===== src/rtl/sap_pkg.sv =====
// Shared definitions for the SAP-style CPU: control-word bit positions,
// opcodes and default widths used by the datapath and its sequencer.
package sap_pkg;

    localparam int SAP_DATA_W = 8;
    localparam int SAP_ADDR_W = 4;
    localparam int CTRL_W     = 15;

    localparam int CTRL_CP    = 14;
    localparam int CTRL_EP    = 13;
    localparam int CTRL_LP    = 12;
    localparam int CTRL_N_LMA = 11;
    localparam int CTRL_N_LMD = 10;
    localparam int CTRL_N_CE  = 9;
    localparam int CTRL_N_LR  = 8;
    localparam int CTRL_N_LI  = 7;
    localparam int CTRL_N_EI  = 6;
    localparam int CTRL_N_LA  = 5;
    localparam int CTRL_EA    = 4;
    localparam int CTRL_SU    = 3;
    localparam int CTRL_EU    = 2;
    localparam int CTRL_N_LB  = 1;
    localparam int CTRL_N_LO  = 0;

    // Every active-low strobe high and every active-high enable low.
    localparam logic [CTRL_W-1:0] CTRL_IDLE = 15'b000111111100011;

    typedef enum logic [3:0] {
        OP_HLT = 4'd0,
        OP_NOP = 4'd1,
        OP_ADD = 4'd2,
        OP_SUB = 4'd3,
        OP_LDA = 4'd4,
        OP_OUT = 4'd5,
        OP_STA = 4'd6,
        OP_JMP = 4'd7
    } opcode_e;

endpackage


===== src/rtl/sap_datapath_if.sv =====
// Sequencer/programmer-facing signal bundle of the SAP datapath.
interface sap_datapath_if #(
    parameter int DATA_W = 8,
    parameter int ADDR_W = 4
) ();
    logic [14:0]       ctrl;
    logic [3:0]        opcode;
    logic              prog_en;
    logic              prog_we;
    logic [ADDR_W-1:0] prog_addr;
    logic [DATA_W-1:0] prog_data;
    logic [DATA_W-1:0] out_val;
    logic [DATA_W-1:0] bus_dbg;
    logic              flag_c;
    logic              flag_z;
    logic              bus_conflict;
    logic              bus_err;

    modport master (
        output ctrl, prog_en, prog_we, prog_addr, prog_data,
        input  opcode, out_val, bus_dbg, flag_c, flag_z, bus_conflict, bus_err
    );

    modport slave (
        input  ctrl, prog_en, prog_we, prog_addr, prog_data,
        output opcode, out_val, bus_dbg, flag_c, flag_z, bus_conflict, bus_err
    );
endinterface


===== src/rtl/sap_ram.sv =====
// 16x8 program/data RAM: asynchronous read, synchronous write, with the
// program-load port taking over the write path while prog_en is high.
module sap_ram #(
    parameter int DATA_W = 8,
    parameter int ADDR_W = 4
) (
    input  logic              clk,
    input  logic [ADDR_W-1:0] rd_addr,
    output logic [DATA_W-1:0] rd_data,
    input  logic              we,
    input  logic [ADDR_W-1:0] wr_addr,
    input  logic [DATA_W-1:0] wr_data,
    input  logic              prog_en,
    input  logic              prog_we,
    input  logic [ADDR_W-1:0] prog_addr,
    input  logic [DATA_W-1:0] prog_data
);
    logic [DATA_W-1:0] mem [2**ADDR_W];

    assign rd_data = mem[rd_addr];

    // Contents are never reset so a loaded program survives rst_n.
    always_ff @(posedge clk) begin
        if (prog_en) begin
            if (prog_we) begin
                mem[prog_addr] <= prog_data;
            end
        end else if (we) begin
            mem[wr_addr] <= wr_data;
        end
    end
endmodule


===== src/rtl/sap_datapath.sv =====
// SAP-style CPU datapath: executes the sequencer's control word on a shared
// 8-bit bus joining PC, MAR, MDR, RAM, IR, A, B, the ALU and the output register.
module sap_datapath
    import sap_pkg::*;
#(
    parameter int DATA_W = SAP_DATA_W,
    parameter int ADDR_W = SAP_ADDR_W
) (
    input  logic          clk,
    input  logic          rst_n,
    sap_datapath_if.slave dp
);
    logic [CTRL_W-1:0] c;
    logic [ADDR_W-1:0] pc, mar;
    logic [DATA_W-1:0] mdr, ir, a, b, out_reg;
    logic [DATA_W-1:0] bus, ram_rd, alu_r, alu_opnd;
    logic              alu_c, fc, fz, err, conflict, ram_we;
    logic              drv_ram, drv_ir, drv_pc, drv_a, drv_alu;
    logic [2:0]        drv_cnt;

    // Program mode looks exactly like an idle control word to the datapath.
    assign c = dp.prog_en ? CTRL_IDLE : dp.ctrl;

    assign drv_ram = ~c[CTRL_N_CE];
    assign drv_ir  = ~c[CTRL_N_EI];
    assign drv_pc  =  c[CTRL_EP];
    assign drv_a   =  c[CTRL_EA];
    assign drv_alu =  c[CTRL_EU];

    assign drv_cnt  = {2'b00, drv_ram} + {2'b00, drv_ir} + {2'b00, drv_pc}
                    + {2'b00, drv_a} + {2'b00, drv_alu};
    assign conflict = (drv_cnt > 3'd1);

    always_comb begin
        alu_opnd       = c[CTRL_SU] ? ~b : b;
        {alu_c, alu_r} = {1'b0, a} + {1'b0, alu_opnd} + {{DATA_W{1'b0}}, c[CTRL_SU]};
    end

    always_comb begin
        bus = '0;
        if (drv_ram) begin
            bus = ram_rd;
        end else if (drv_ir) begin
            bus = {{(DATA_W-4){1'b0}}, ir[3:0]};
        end else if (drv_pc) begin
            bus = {{(DATA_W-ADDR_W){1'b0}}, pc};
        end else if (drv_a) begin
            bus = a;
        end else if (drv_alu) begin
            bus = alu_r;
        end
    end

    always_ff @(posedge clk) begin
        if (!rst_n) begin
            pc      <= '0;
            mar     <= '0;
            mdr     <= '0;
            ir      <= '0;
            a       <= '0;
            b       <= '0;
            out_reg <= '0;
            fc      <= 1'b0;
            fz      <= 1'b0;
            err     <= 1'b0;
        end else begin
            if (c[CTRL_LP]) begin
                pc <= bus[ADDR_W-1:0];
            end else if (c[CTRL_CP]) begin
                pc <= pc + 1'b1;
            end
            if (!c[CTRL_N_LMA]) mar     <= bus[ADDR_W-1:0];
            if (!c[CTRL_N_LMD]) mdr     <= bus;
            if (!c[CTRL_N_LI])  ir      <= bus;
            if (!c[CTRL_N_LB])  b       <= bus;
            if (!c[CTRL_N_LO])  out_reg <= bus;
            if (!c[CTRL_N_LA]) begin
                a <= bus;
                // Flags track only ALU results landing in A.
                if (c[CTRL_EU]) begin
                    fc <= alu_c;
                    fz <= (alu_r == '0);
                end
            end
            if (conflict) err <= 1'b1;
        end
    end

    // RAM stores are suppressed during reset so the program stays intact.
    assign ram_we = rst_n & ~c[CTRL_N_LR];

    sap_ram #(
        .DATA_W(DATA_W),
        .ADDR_W(ADDR_W)
    ) u_ram (
        .clk      (clk),
        .rd_addr  (mar),
        .rd_data  (ram_rd),
        .we       (ram_we),
        .wr_addr  (mar),
        .wr_data  (mdr),
        .prog_en  (dp.prog_en),
        .prog_we  (dp.prog_we),
        .prog_addr(dp.prog_addr),
        .prog_data(dp.prog_data)
    );

    assign dp.opcode       = ir[DATA_W-1 -: 4];
    assign dp.out_val      = out_reg;
    assign dp.bus_dbg      = bus;
    assign dp.flag_c       = fc;
    assign dp.flag_z       = fz;
    assign dp.bus_conflict = conflict;
    assign dp.bus_err      = err;
endmodule


===== src/flat_wrapper.sv =====
// flat-port wrapper written by rule: the top's interface ports become plain ports
module sap_datapath_flat import sap_pkg::*;
#(
    parameter int DATA_W = SAP_DATA_W,
    parameter int ADDR_W = SAP_ADDR_W
)
  (clk, rst_n, dp_ctrl, dp_prog_en, dp_prog_we, dp_prog_addr, dp_prog_data, dp_opcode, dp_out_val, dp_bus_dbg, dp_flag_c, dp_flag_z, dp_bus_conflict, dp_bus_err);
  sap_datapath_if #(.DATA_W(DATA_W), .ADDR_W(ADDR_W)) dp_i ();
  input  logic clk;
  input  logic rst_n;
  input wire logic [$bits(dp_i.ctrl)-1:0] dp_ctrl;
  input wire logic [$bits(dp_i.prog_en)-1:0] dp_prog_en;
  input wire logic [$bits(dp_i.prog_we)-1:0] dp_prog_we;
  input wire logic [$bits(dp_i.prog_addr)-1:0] dp_prog_addr;
  input wire logic [$bits(dp_i.prog_data)-1:0] dp_prog_data;
  output wire logic [$bits(dp_i.opcode)-1:0] dp_opcode;
  output wire logic [$bits(dp_i.out_val)-1:0] dp_out_val;
  output wire logic [$bits(dp_i.bus_dbg)-1:0] dp_bus_dbg;
  output wire logic [$bits(dp_i.flag_c)-1:0] dp_flag_c;
  output wire logic [$bits(dp_i.flag_z)-1:0] dp_flag_z;
  output wire logic [$bits(dp_i.bus_conflict)-1:0] dp_bus_conflict;
  output wire logic [$bits(dp_i.bus_err)-1:0] dp_bus_err;
  assign dp_i.ctrl = dp_ctrl;
  assign dp_i.prog_en = dp_prog_en;
  assign dp_i.prog_we = dp_prog_we;
  assign dp_i.prog_addr = dp_prog_addr;
  assign dp_i.prog_data = dp_prog_data;
  assign dp_opcode = dp_i.opcode;
  assign dp_out_val = dp_i.out_val;
  assign dp_bus_dbg = dp_i.bus_dbg;
  assign dp_flag_c = dp_i.flag_c;
  assign dp_flag_z = dp_i.flag_z;
  assign dp_bus_conflict = dp_i.bus_conflict;
  assign dp_bus_err = dp_i.bus_err;
  sap_datapath #(.DATA_W(DATA_W), .ADDR_W(ADDR_W)) u_core (.clk(clk), .rst_n(rst_n), .dp(dp_i));
endmodule

===== config.mk =====
export PLATFORM = sky130hd
export DESIGN_NAME = sap_datapath_flat
export DESIGN_NICKNAME = d
export VERILOG_FILES = /design/src/rtl/sap_pkg.sv /design/src/rtl/sap_datapath_if.sv /design/src/rtl/sap_ram.sv /design/src/rtl/sap_datapath.sv /design/src/flat_wrapper.sv
export SDC_FILE = /design/constraint.sdc
export NUM_CORES = 1
export LEC_CHECK = 0
export CAP_MARGIN = 25
export CORE_UTILIZATION = 55
export CTS_BUF_LIST = sky130_fd_sc_hd__clkbuf_4 sky130_fd_sc_hd__clkbuf_8 sky130_fd_sc_hd__clkbuf_16
export CTS_CLUSTER_DIAMETER = 150
export DETAILED_ROUTE_END_ITERATION = 10
export GPL_ROUTABILITY_DRIVEN = 1
export MAX_ROUTING_LAYER = met4
export PLACE_DENSITY = 0.75
export SYNTH_ARGS = -nofsm -noshare
export SYNTH_HDL_FRONTEND = slang
export SYNTH_SLANG_ARGS = --single-unit

===== constraint.sdc =====
create_clock -name clk -period 11.1 [get_ports clk]
set_input_delay 2.22 -clock clk [delete_from_list [all_inputs] [get_ports clk]]
set_output_delay 2.22 -clock clk [all_outputs]
set_load 0.01 [all_outputs]

### Word-level counts from Yosys, hierarchy flattened

Memory sizes are Yosys's and may differ from the RTL's. A register that Yosys moved wholly into a read port is not among the register bits.
Index checks and enable logic that the tools add are counted.
Widths: inputs -> output; s select.

| storage, ports and cells | value |
|---|---|
| register bits after elaboration | 51 |
| memory bits (writable) | 128 |
| bits of input ports | 31 |
| output and inout bits | 24 |
| logic and storage cells | 49 |
| memories kept | 1 |

Memories:

| memory | words | width | read ports | clocked after memory_dff | write ports | RTL line | source |
|---|---|---|---|---|---|---|---|
| u_core.u_ram.mem | 16 | 8 | 1 | 1 | 1 | sap_ram.sv:18 | `logic [DATA_W-1:0] mem [2**ADDR_W];` |

| cells by class | value |
|---|---|
| add/subtract/negate cells | 7 |
| magnitude comparators | 1 |
| mux-type cells | 20 |
| bitwise operators | 6 |
| reduce and logical (&&, ||, !) cells | 4 |

Operators with widths:

| cell | number |
|---|---|
| $mux 8 | 7 |
| $mux 4 | 5 |
| $mux 15 | 1 |
| $add 3x1->3 | 3 |
| $add 8x8->9 | 1 |
| $add 9x1->9 | 1 |
| $logic_not 8->1 | 1 |
| $not 8->8 | 1 |
| $reduce_or 8->1 | 1 |
| $mux 1 | 7 |
| $add 4x1->4 const B | 1 |
| $not 1->1 | 4 |
| $gt 3x1->1 const B | 1 |
| $add 1x1->2 | 1 |
| $reduce_and 2->1 | 1 |
| $reduce_bool 2->1 | 1 |
| $and 1x1->1 | 1 |

### Longest topological paths before layout

Gate-level depths: netlist of run 1.

| logic depth | value |
|---|---|
| depth in word-level cells | 11 |
| mapped depth | 12 |

### By module

A second synthesis of run 1 with hierarchy kept.

| unflattened totals | value |
|---|---|
| cell total of the unflattened synthesis | 622 |
| area, all modules | 8,170.3 um2 |

Modules (own cells, without submodules):

| module | instances | cells an instance | area an instance (um2) |
|---|---|---|---|
| sap_ram | 1 | 241 | 5,186.2 |
| sap_datapath | 1 | 381 | 2,984.1 |

### Worst setup path before layout of run 1

Ideal clock, no wire load.

| path | value |
|---|---|
| kind | input-to-output |
| start | input port dp_prog_en |
| end | output port dp_bus_dbg[3] |
| data arrival time | 4.821 ns |
| slack | 4.059 ns |
| cell stages on the path | 12 |
| buffers on the path | 3 |
| path through | buf_2 -> clkbuf_1 -> nand2b_1 -> clkbuf_1 -> xnor2_1 -> ha_1 -> a31o_2 -> a221oi_2 -> xor2_1 -> o32ai_1 -> a21oi_2 -> inv_1 |

| on the way | value |
|---|---|
| cells in the longest elaborated chain, start to end | 9 |

RTL lines:

| what | RTL line | source |
|---|---|---|
| start, declared | flat_wrapper.sv:12 | `input wire logic [$bits(dp_i.prog_en)-1:0] dp_prog_en;` |
| $mux 15 (*) | sap_datapath.sv:22 | `assign c = dp.prog_en ? CTRL_IDLE : dp.ctrl;` |
| $mux 8 | sap_datapath.sv:35 | `alu_opnd = c[CTRL_SU] ? ~b : b;` |
| $add 8x8->9 | sap_datapath.sv:36 | `{alu_c, alu_r} = {1'b0, a} + {1'b0, alu_opnd} + {{DATA_W{1'b0}}, c[CTRL_SU]};` |
| $add 9x1->9 | sap_datapath.sv:36 |  |
| $mux 8 | sap_datapath.sv:49 | `end else if (drv_alu) begin` |
| $mux 8 | sap_datapath.sv:47 | `end else if (drv_a) begin` |
| $mux 8 | sap_datapath.sv:45 | `end else if (drv_pc) begin` |
| $mux 8 | sap_datapath.sv:43 | `end else if (drv_ir) begin` |
| $mux 8 (*) | sap_datapath.sv:41 | `if (drv_ram) begin` |
| end, declared | flat_wrapper.sv:18 | `output wire logic [$bits(dp_i.bus_dbg)-1:0] dp_bus_dbg;` |

Mark *: on every way between the ends. The rest lies on a longest branch, timed or not.

### Worst setup path after layout of run 1

Ends and elaborated chain as after synthesis.

==> results of run 1 <==
==> registers in the layout (all words and copies together), names as in the netlist, 4 cells and up, named ones only <==
signal and cells:
u_core.mdr 8, u_core.b 8, u_core.pc 4, u_core.u_ram.mem 128, u_core.dp.out_val 8, u_core.a 8
u_core.ir 8, u_core.mar 4
==> cell usage in the layout (no fill, tap or decap), drive strengths merged, types with 3 or more instances in the layout <==
| cell type | instances |
|---|---|
| edfxtp | 128 |
| dfxtp | 55 |
| clkdlybuf4s50 | 54 |
| a21oi | 54 |
| o21ai | 48 |
| nor2 | 40 |
| nand2 | 38 |
| mux2i | 38 |
| inv | 23 |
| nand3 | 17 |
| mux4 | 17 |
| clkbuf | 17 |
| nand2b | 12 |
| a22oi | 12 |
| mux2 | 12 |
| xnor2 | 11 |
| ha | 9 |
| or2 | 8 |
| a31oi | 7 |
| nor2b | 6 |
| o22ai | 6 |
| clkinv | 6 |
| buf | 5 |
| nor3 | 5 |
| o21a | 4 |
| nand3b | 3 |
| a21o | 3 |
| nand4 | 3 |
| nor3b | 3 |
| fa | 3 |
==> metrics by stage <==
step	setup WS, ps	power [mW]	util	instances	hold WS, ps
6_report	2840	1.47	0.656	863	470
5_1_grt	2570	1.51	0.656	863	495
4_1_cts	2880	1.47	0.656	863	470
3_5_place_dp	2890	0.922	0.617	832	456
3_3_place_gp	2960	0.918	0.617	832	445
2_1_floorplan	4060	0.867	-	629	434
==> per-layer routing <==
| metal | track usage | wire length [µm] |
|---|---|---|
| met1 | 0.337 | 7540 |
| met2 | 0.415 | 8860 |
| met3 | 0.0544 | 1070 |
| met4 | 0.114 | 399 |
| met5 | - | 0 |
==> worst min-delay path, cell delays in order (launching register included) <==
cell	delay (ps)
dfxtp_1	320
nand3_1	60
o21ai_1	50
==> path summary, 6_finish.rpt <==
kind / from / to / slack, ps / cells past startpoint
worst max-delay path: dp_prog_en / dp_bus_dbg[3] / 2840 / 12
worst min register to register: u_core.dp.out_val[1] / u_core.dp.out_val[1] / 470 / 2
worst min-delay path: u_core.dp.out_val[1] / u_core.dp.out_val[1] / 470 / 2
worst max register to register: register / register / 8350 / 6
==> final cells by class <==
cell class                 instances  area (µm²)
fill                            1022        4840
inverter                          17        63.8
sequential                       183        4950
clock inverter                    14         119
multi-input combinational        393        2850
timing repair buffer              59         578
tap                              180         225
clock buffer                      17         425
==> cells by family (layout without fill, tap and decap cells) <==
group,count (synthesis),count (layout)
AOI/OAI and AO/OA,154,154
DFF,183,183
xor gates and xnor gates,13,13
and+or+nand+nor,147,147
muxes,67,67
buffers and inverters,53,107
adders and majority gates,12,12
==> power groups by stage <==
stage | logic (mW) | clock network, mW | registers [mW]
floorplan | 0.0956 | 0 | 0.772
global placement | 0.144 | 0 | 0.774
detailed placement | 0.147 | 0 | 0.775
CTS | 0.148 | 0.565 | 0.760
global route | 0.162 | 0.587 | 0.762
finish | 0.148 | 0.558 | 0.760
==> metrics.md, run 1 <==
| Metric | Value |
|---|---|
| Post-synth EDFFs | `128` |
| Flip-flop and latch count after synthesis | `183` |
| Largest area contributor in the netlist | `edfxtp_1` |
| Post-Synthesis Net Count | `approximately 670` |
| Hold_buf cts | `0` |
| Clk_skew | `8.58 ps` |
| Placeable Area | `14,000 µm²` |
| Inserted Diodes | `0` |
| Syn Inst Count | `629` |
| CP Cell Sequence | `clkdlybuf4s50_1 > buf_4 > nand2b_1 > xnor2_1 > ha_1 > a31o_2 > a221oi_2 > xor2_1 > o32ai_1 > a21oi_2 > inv_1 > clkdlybuf4s50_1` |
| Critical-path maximum fanout | `45` |
| Net count, final | `between 700 and 800` |
| Buf/Inv on CP | `4` |
| H-tree levels | `4` |
| Clk pwr share | `0.381` |
| GRT Overall Usage | `0.265` |
| Adder-cell share of the synthesized area | `0.0215` |
| Mean Syn Cell Area | `between 10 and 15 µm²` |
| Post-DP Area | `8660 µm²` |
| Crit Path Category | `in -> out` |
| Post-synthesis xor/xnor area fraction | `0.0142` |
| Most numerous cell in the Yosys netlist | `edfxtp_1` |
| # IOs | `55` |
| Area growth, synth to finish | `14.5%` |
| RSZ-0062 raised after global routing | `no` |
| Startpoint types | `primary input` |
| Clock-pin slew on the worst setup and hold paths | `roughly 70 ps` |
| Ys flop type | `edfxtp_1` |
| Critical Path RT | `8880 ps` |
| Clock tree from TritonCTS | `done` |
| Starting density of the core | `0.572` |
| Internal power | `1.10 mW` |
| Post-DR wirelength/cell | `20.7 µm` |
| Simple-Gate Fraction of Synth Area | `0.0904` |
| Rows | `43` |
| Vias in the first global route | `roughly 5,200` |
| Worst-Skew Late Latency | `430 ps` |
| Slew HR | `0.309` |
| DRC | `0` |
| Setup Viol. Count Final | `0` |
| Max Slew Vio Count | `0` |
| Hold Path Class | `reg -> reg` |
| Finished layout cell area | `9210 µm²` |
| Power Density | `159 nW/µm²` |
| Post-CTS setup buffer count | `0` |
| Period minus WS final | `just over 8000 ps` |
| Routed Antenna Nets | `0` |
| VDD IR max | `around 150 µV` |
| Tightest Pin Transition | `1030 ps` |
| Cell variety after synth | `64` |
| Root buf cell | `clkbuf_16` |
| Synth warnings | `0` |
| Max stage delay cell, worst path | `nand2b_1` |
| CTS buffer count | `17` |
| Flop pwr share | `0.518` |
| Hold Fails Final Rpt | `0` |
| CP Capture Type | `output port` |
| Main combinational cell family by area after synthesis | `compound AO/OA/AOI/OAI gates` |
| Largest net degree at the start of global routing | `46` |
| Crit path largest cell delay | `480 ps` |
| Clk buf depth | `2` |
| Initial antenna violation count | `0` |
| Logic pwr share | `0.101` |
| Die Y | `123 µm` |
| Max cap viols | `0` |
| First-pass GRT wire length | `28.1 mm` |
| Cts repair resizes | `0` |
| Mux cell area share after synthesis | `0.112` |
| Post-Syn Area | `8040 µm²` |
| Routability congestion estimate | `0.907` |
| Most frequent cells after synthesis | `edfxtp_1, dfxtp_1, a21oi_1` |
| CP Data Arrival Time | `6040 ps` |
| Net Switching | `364 µW` |
| Vias | `5,267` |
| Critical path's most frequent cell | `clkdlybuf4s50_1` |
| GRT overflow | `0` |
| Die Wd | `about 120 µm` |
| Compound-Gate Fraction of Synth Area | `0.117` |
| CP delay by family, top | `buffers and inverters` |
| Outcome | `finished clean` |
| Clock Sinks | `183` |
| Die area | `15,100 µm²` |
| Routed WL | `17.9 mm` |
| Detailed placement HPWL | `12.1 mm` |
| Sw Ratio | `0.248` |
| Vias per cell | `6.10` |
| Pre-antenna DRT Iters | `5` |
| Top cell type's share of synthesized area | `0.478` |
| Period utilisation layout | `0.744` |
| I/O Buffers | `54` |
| DR iter-0 viols | `451` |
| Sequential fraction of the synthesis area | `0.615` |
| Share of cells above drive strength 1 | `0.116` |
| P_leak | `around 3.0 nW` |
| Ys async rst share | `0` |
| Setup_tns | `0 ps` |
| Maximum clock frequency | `121 MHz` |
| Ranking of synthesized cells by area | `edfxtp_1, dfxtp_1, mux4_2, mux2i_1, a21oi_1` |
Note: power is estimated with default switching activity, not from simulation.
==> run 2, diff against run 1 <==
==> constraint.sdc (replaced) <==
create_clock -name clk -period 8.1 [get_ports clk]
set_input_delay 1.62 -clock clk [delete_from_list [all_inputs] [get_ports clk]]
set_output_delay 1.62 -clock clk [all_outputs]
set_load 0.01 [all_outputs]
==> metrics.md, run 2 (same netlist as run 1, synthesis figures left out) <==
| Metric | Value |
|---|---|
| Outcome | `finished clean` |
| Tightest Pin Transition | `approximately 950 ps` |
| Largest reg by FF count | `u_core.u_ram.mem` |
| Clock Sinks | `183` |
| Clk buf depth | `2` |
| CP Capture Type | `output port` |
| Overall Power | `between 2 and 2.5 mW` |
| Post-DP Area | `8660 µm²` |
| Clock-pin slew on the worst setup and hold paths | `60 ps` |
| Cts repair resizes | `0` |
| Power Density | `232 nW/µm²` |
| CP Data Arrival Time | `5060 ps` |
| Period utilisation layout | `0.824` |
| Die area | `15,100 µm²` |
| Initial antenna violation count | `0` |
| First-pass GRT wire length | `roughly 28 mm` |
| Inserted Diodes | `0` |
| Worst Hold Launch | `u_core.dp.out_val[2]` |
| Pre-antenna DRT Iters | `5` |
| # IOs | `55` |
| Vias | `5,234` |
| Clock tree from TritonCTS | `done` |
| Maximum clock frequency | `150 MHz` |
| Flop-to-flop setup slack | `around 5300 ps` |
| Routed WL | `~18 mm` |
| Die Wd | `~120 µm` |
| DRC | `0` |
| Detailed placement HPWL | `approximately 12 mm` |
| Placeable Area | `14,000 µm²` |
| Clk_skew | `10.5 ps` |
| Startpoint types | `primary input` |
| Rows | `43` |
| Root buf cell | `clkbuf_16` |
| H-tree levels | `4` |
| Crit Path Category | `in -> out` |
| Hold Path Sink | `u_core.dp.out_val[2]` |
| Routed Antenna Nets | `0` |
| Max reg flops | `128` |
| Finished layout cell area | `9320 µm²` |
| CTS buffer count | `17` |
| Critical-path maximum fanout | `8` |
| Post-CTS setup buffer count | `0` |
| DR iter-0 viols | `526` |
| Worst-Skew Late Latency | `430 ps` |
| Max cap viols | `0` |
| Largest net degree at the start of global routing | `45` |
| Period minus WS final | `roughly 6700 ps` |
| Most frequent cells in the layout | `edfxtp_1, dfxtp_1, clkdlybuf4s50_1, a21oi_1` |
| RSZ-0062 raised after global routing | `no` |
| Vias per cell | `6.06` |
| Routability congestion estimate | `0.872` |
| Worst Reg-to-Reg Cells | `6` |
| Area growth, synth to finish | `15.9%` |
| Hold Fails Final Rpt | `0` |
| P_leak | `3.08 nW` |
| Die Y | `123 µm` |
| Hold_buf cts | `0` |
| Critical Path RT | `6480 ps` |
| Post-DR wirelength/cell | `between 20 and 25 µm` |
| Max Slew Vio Count | `0` |
| Net count, final | `714` |
| I/O Buffers | `54` |
| Commonest non-fill, non-tap cell in the layout | `edfxtp_1` |
| Setup_tns | `0 ps` |
| Hold Path Class | `reg -> reg` |
| Hold depth | `2` |
| Slew HR | `0.361` |
| GRT overflow | `0` |
| Hold WS | `457 ps` |
| VDD IR max | `205 µV` |
| Vias in the first global route | `5,066` |
| Setup Viol. Count Final | `0` |
| GRT Overall Usage | `0.264` |
| Share of cells above drive strength 1 | `0.117` |
| Starting density of the core | `0.572` |
-- run 2: changes by cell type in the layout (fill, tap and decap cells not counted) --
cell,previous run,this run
clkbuf_4,0,2
bufinv_16,0,5
inv_6,4,1
clkinv_2,1,0
clkinv_4,2,1
clkinvlp_4,2,1
clkinv_8,1,0
inv_8,2,3
-- run 2: worst max path at each step --
stage               startpoint  slack, ps            end  cells after the start
floorplan           dp_prog_en       2260  dp_bus_dbg[3]                     12
global placement    dp_prog_en       1510  dp_bus_dbg[3]                     11
detailed placement  dp_prog_en       1420  dp_bus_dbg[3]                     11
CTS                 dp_prog_en       1400  dp_bus_dbg[3]                     11
global route        dp_prog_en       1190  dp_bus_dbg[3]                     11
finish              dp_prog_en       1420  dp_bus_dbg[3]                     11
-- run 2: area by class of cell --
class / count / area (µm²)
well taps: 180 / 225
flip-flops and latches: 183 / 4950
fillers: 992 / 4720
multi-input cells: 393 / 2850
clock inverters: 13 / 216
clock buffers: 19 / 440
repair buffers: 59 / 578
inverters: 17 / 63.8
-- run 2: power breakdown --
part           total, mW  switching [mW]  internal (mW)
Clock              0.919           0.359          0.560
Sequential          1.04          0.0145           1.03
Combinational      0.203           0.118         0.0851
-- run 2: critical path: stages --
cell and delay (ps):
clkdlybuf4s50_1 420, nand2b_1 380, xnor2_1 390, ha_1 300
a31o_2 260, a221oi_2 350, xor2_1 240, o32ai_1 140
a21oi_2 370, inv_1 90, clkdlybuf4s50_1 490
-- run 2: metrics by stage --
stage	utilization	setup WS, ps	cells
after floorplan	-	2260	629
after global placement	0.617	1510	832
after detailed placement	0.617	1420	832
after CTS	0.664	1400	864
after global routing	0.664	1190	864
final	0.664	1420	864
-- run 2: metal layers --
layer | part of all wire | global-route usage | wire length [µm] | vias up
li1 | - | - | - | 2446
met1 | 0.43 | 0.333 | 7670 | 2573
met2 | 0.50 | 0.424 | 8940 | 184
met3 | 0.053 | 0.0577 | 943 | 31
met4 | 0.017 | 0.0892 | 312 | 0
met5 | 0 | - | 0 | -
==> patch 1: new RTL, flow settings as in run 2 <==
`SAP_ADDR_W`: 4 -> 6.
--- a/src/rtl/sap_pkg.sv
+++ b/src/rtl/sap_pkg.sv
@@ -4,5 +4,5 @@
 
     localparam int SAP_DATA_W = 8;
-    localparam int SAP_ADDR_W = 4;
+    localparam int SAP_ADDR_W = 6;
     localparam int CTRL_W     = 15;
 
Ports: changed (resized dp_prog_addr); port bits go from 55 to 57. The function was not compared with the original's and may differ.
==> patch 1 against run 2 <==
  * Final area rose to 2.8 times the old value
  * Worst hold slack better by 0.027 ns
  * Routed wire length grew to 3.2 times the old value
  * Worst setup slack lost 0.44 ns
  * Count of clock-buffer cells in the layout up 61
  * Sequential power grew to 3.2 times the old value
  * Sequential cell count grew 390
  * Synthesized area grew to 2.9 times the old value
  * Power grew to 3.0 times the old value
  * Final cell count rose by 140%
  * Largest cell class unchanged
==> patch 1: results (changes against run 2) <==
leak pwr=8.439 nW (+170%); sequential cell area fraction in the yosys report=71.24% (+9.7 points); total CTS buffers=56 (+39); CTS Buffer Depth=3 (+1); Critical Path AT=5.50 ns (+0.44 ns); final hold vios=0 (unchanged); synth top area cells=edfxtp_1, mux4_2, dfxtp_1, mux2i_1, nor2_1; Tot GR Track Use=28.03% (+1.7 points); status=finished, final reports clean; crit-path leading delay family=buffers and inverters; Synth Flop Type=edfxtp_1; Synthesized Nets=1439 (+110%); Worst Tran Pin Value=0.9581 ns (+0.003627 ns); initial antenna violation count=1 (+1); peak supply drop=0.1601 mV (-22%); Post-CTS Resized=0 (unchanged); vias in the first global route=12920 (+160%); Avg Vias per Cell=6.449 (+6.5%); RD Place Congestion=0.9507 (+9.1%); largest net degree at the start of global routing=65 (+44%); Hold Crit Class=register to register; number of DRC markers in iteration 0=1658 (+220%); area post-placement=24360 sq um (+180%); Post-synth EDFFs=512 (+300%); Clock Latency Late Sink=0.61 ns (+0.18 ns); final HPWL from detailed placement=36.98 mm (+210%); CP max stage cell=clkdlybuf4s50_1; WL/cell=28.18 um (+36%); global-route wire length before repair=85.61 mm (+210%); R2R setup slack=3.92 ns (-1.37 ns); Largest Register=u_core.u_ram.mem; crit share post-route=87.88% (+5.5 points); synth warn=0 (unchanged); post-CTS setup buffer count=0 (unchanged); CP max stage delay=0.72 ns (+0.23 ns); share of layout cells above drive strength 1=17.16% (+5.5 points); DP Worst Slack=0.9975 ns (-0.4202 ns); Clock transition at path regs=0.06 ns (about the same); Synth top cells by count=edfxtp_1, mux4_2, nor2_1; root buffer cell=clkbuf_16; number of flip-flops under the largest register name=512 (+300%); async set-reset flop share out of synthesis=0% (unchanged); Final Skew=0.01715 ns (+0.006611 ns); fin nets=1506 (+110%); H-Tree Depth=2 (-2); CP max FO=11 (+3); post-synthesis cell type count=69 (+7.8%); I/O Buffers=56 (+3.7%); first-pass detailed-route iteration total=5 (unchanged)
==> patch 1: through the flow <==
step           total power, mW  util, %  cells  hold slack, ns
2_1_floorplan            3.650        -   1394          0.4965
3_3_place_gp             3.837    58.19   1940          0.4487
3_5_place_dp             3.846    58.22   1941          0.4698
4_1_cts                  6.454    62.74   2047          0.4843
5_1_grt                  6.611    62.79   2049          0.5277
6_report                 6.442    62.79   2049          0.4834
==> patch 1: layout make-up <==
| class | count | area (sq um) |
|---|---|---|
| Tap cell | 539 | 674.4 |
| Inverter | 18 | 67.56 |
| Timing Repair Buffer | 84 | 787.0 |
| Sequential cell | 573 | 16600 |
| Fill cell | 2899 | 15570 |
| Clock inverter | 26 | 269.0 |
| Clock buffer | 80 | 1624 |
| Antenna cell | 1 | 2.502 |
| Multi-Input combinational cell | 728 | 6252 |
==> patch 1: report_power, final <==
| group | leakage [nW] | switching [mW] | internal [mW] | total [mW] |
|---|---|---|---|---|
| Combinational | 2.36 | 0.308 | 0.183 | 0.492 |
| Clock | 0.953 | 1.09 | 1.56 | 2.65 |
| Sequential | 5.12 | 0.0376 | 3.26 | 3.30 |
| Total | 8.44 | 1.44 | 5.00 | 6.44 |
==> patch 1: worst reg2reg max path, cell delays in order (launching register included) <==
cell and delay, ns:
dfxtp_4 0.86, buf_4 0.49, mux4_2 0.57, mux2_2 0.30
a221oi_1 0.67, o22ai_1 0.25, a211oi_4 0.57, o221ai_2 0.19
and2_1 0.18
==> patch 1: worst paths after layout <==
path,from,to,depth (start not counted)
hold reg to reg,u_core.dp.bus_err,u_core.dp.bus_err,1
setup reg to reg,register,u_core.pc[2],8
hold / removal,u_core.dp.bus_err,u_core.dp.bus_err,1
setup / recovery,dp_prog_en,dp_bus_dbg[2],12
==> patch 1: per-layer routing <==
metal / global-route usage, % / routed length [um] / vias to the layer above / part of all wire [%]
met4: 8.582 / 1668 / 0 / 2.9
met3: 6.430 / 5835 / 117 / 10
met1: 38.07 / 22870 / 6619 / 40
met5: - / 0 / - / 0
li1: - / - / 5664 / -
met2: 42.56 / 27370 / 815 / 47
==> patch 1: kinds of logic (layout without fill, tap and decap cells) <==
family / count (synthesis) / in the layout / synth area share (%)
fa+ha+maj: 12 / 12 / 0.7412
simple gates: 278 / 278 / 5.457
buf+inv: 93 / 208 / 2.003
mux: 179 / 179 / 13.25
compound gates: 248 / 248 / 6.897
flops: 573 / 573 / 71.24
xor+xnor: 11 / 11 / 0.4136
other cells: 0 / 1 / 0
==> patch 2: new RTL, config.mk and constraints of run 2 <==
Without the edit above. Make the reset (`rst_n`) asynchronous in one clocked block.
--- a/src/rtl/sap_datapath.sv
+++ b/src/rtl/sap_datapath.sv
@@ -52,5 +52,5 @@
     end
 
-    always_ff @(posedge clk) begin
+    always_ff @(posedge clk or negedge rst_n) begin
         if (!rst_n) begin
             pc      <= '0;
Formal check against the unedited RTL: not equivalent (Yosys sat finds a counterexample within 4 cycles, from zero or initial values and one cycle with rst_n low; the reset may be asserted at any time).
==> patch 2 against run 2 <==
  * First-iteration DRC count shrank 6.8%
  * Sequential cell count shrank 4
  * Synthesized cell count shrank 8.1%
  * Register-to-register slack lost 0.43 ns
  * Final area shrank 0.19%
  * Synthesized area grew 1.0%
  * Worst setup slack gained 0.011 ns
  * Worst hold slack gained 0.0083 ns
  * Routed wire length grew 4.5%
  * Critical endpoint is now dp_bus_conflict
Power is not compared: it rests on default switching activity, and its combinational part moved more than twofold at a synthesized area within 25%.
==> patch 2: results (changes against run 2) <==
comb_multi_in=344 (-12%); clk cell area share=6.080% (-0.97 points); CP max FO=11 (+3); Final Skew=0.009696 ns (-0.0008444 ns); DP Worst Slack=1.477 ns (+0.05977 ns); largest net degree at the start of global routing=53 (+18%); area post-placement=8736 sq um (+0.85%); non-clk buf share=6.242% (+0.039 points); fraction of area in registers=55.04% (+2.0 points); FILL cells=1048 (+5.6%); CP max stage delay=0.67 ns (+0.18 ns); Inverters excl. clock=18 (+1); fin nets=663 (-7.1%); number of DRC markers in iteration 0=490 (-6.8%); status=finished, final reports clean; crit-path leading delay family=buffers and inverters; buffers outside the clock class=60 (+1.7%); Rows=44 (+2.3%); async set-reset flop share out of synthesis=28.49% (+28 points); multi-input combinational cell area=2738 sq um (-3.9%); final worst hold slack=0.4649 ns (+0.008252 ns); hold depth=1 (-1); Avg Vias per Cell=6.165 (+1.8%); global-route wire length before repair=28.47 mm (+2.0%); vias in the first global route=4963 (-2.0%); post-synthesis cell type count=54 (-16%); Synth top cells by count=edfxtp_1, nand2_1, dfrtp_1; Synthesized Nets=621 (-7.6%); Worst Setup SP=dp_ctrl[9]; Critical Path AT=5.04 ns (-0.02 ns); Hold Startpoint=u_core.dp.bus_err; CP Capture Point=dp_bus_conflict
[patch 2: changes by cell type after synthesis, moves of 5 or more]
cell and delta:
a21oi_1 -44, a22oi_1 -11, dfrtp_1 +51, dfxtp_1 -55
inv_1 +5, mux2_1 -8, mux2_2 +14, mux2i_1 -26
mux4_1 +15, nand2_1 +31, nand3_1 -11, o21ai_0 +9
[patch 2: worst reg2reg max path: cells and delay by family, from the launching register on]
| family | cells | cell delay (ns) |
|---|---|---|
| AND/OR/NAND/NOR | 1 | 0.11 |
| AO/OA/AOI/OAI | 3 | 0.75 |
| multiplexers | 2 | 0.97 |
| flip-flops | 1 | 0.79 |
| buffers and inverters | 1 | 0.49 |
[patch 2: stage by stage]
| stage | std cells | utilization (%) |
|---|---|---|
| floorplan | 578 | - |
| global route | 817 | 64.24 |
| CTS | 817 | 64.24 |
| detailed placement | 785 | 60.34 |
| finish | 817 | 64.24 |
| global placement | 785 | 60.34 |
[patch 2: routing by layer]
| layer | GRT usage [%] | routed length, um | up-vias |
|---|---|---|---|
| met5 | - | 0 | - |
| met4 | 10.77 | 459 | 0 |
| met1 | 35.75 | 7771 | 2539 |
| met3 | 4.751 | 1057 | 36 |
| li1 | - | - | 2257 |
| met2 | 42.49 | 9376 | 205 |
[patch 2: cells by family after synthesis]
family | count (synthesis) | synth area share [%]
flip-flops | 179 | 63.06
AO/OA/AOI/OAI | 104 | 8.152
buffers and inverters | 55 | 3.221
XOR/XNOR | 14 | 1.510
multiplexers | 61 | 13.27
adder cells (fa/ha/maj) | 12 | 2.127
AND/OR/NAND/NOR | 153 | 8.661
[patch 2: power breakdown]
part	total [mW]	switching, mW	internal [mW]
Sequential	1.15	0.0808	1.07
Clock	0.785	0.354	0.431
Combinational	0.597	0.323	0.274
Total	2.53	0.758	1.77
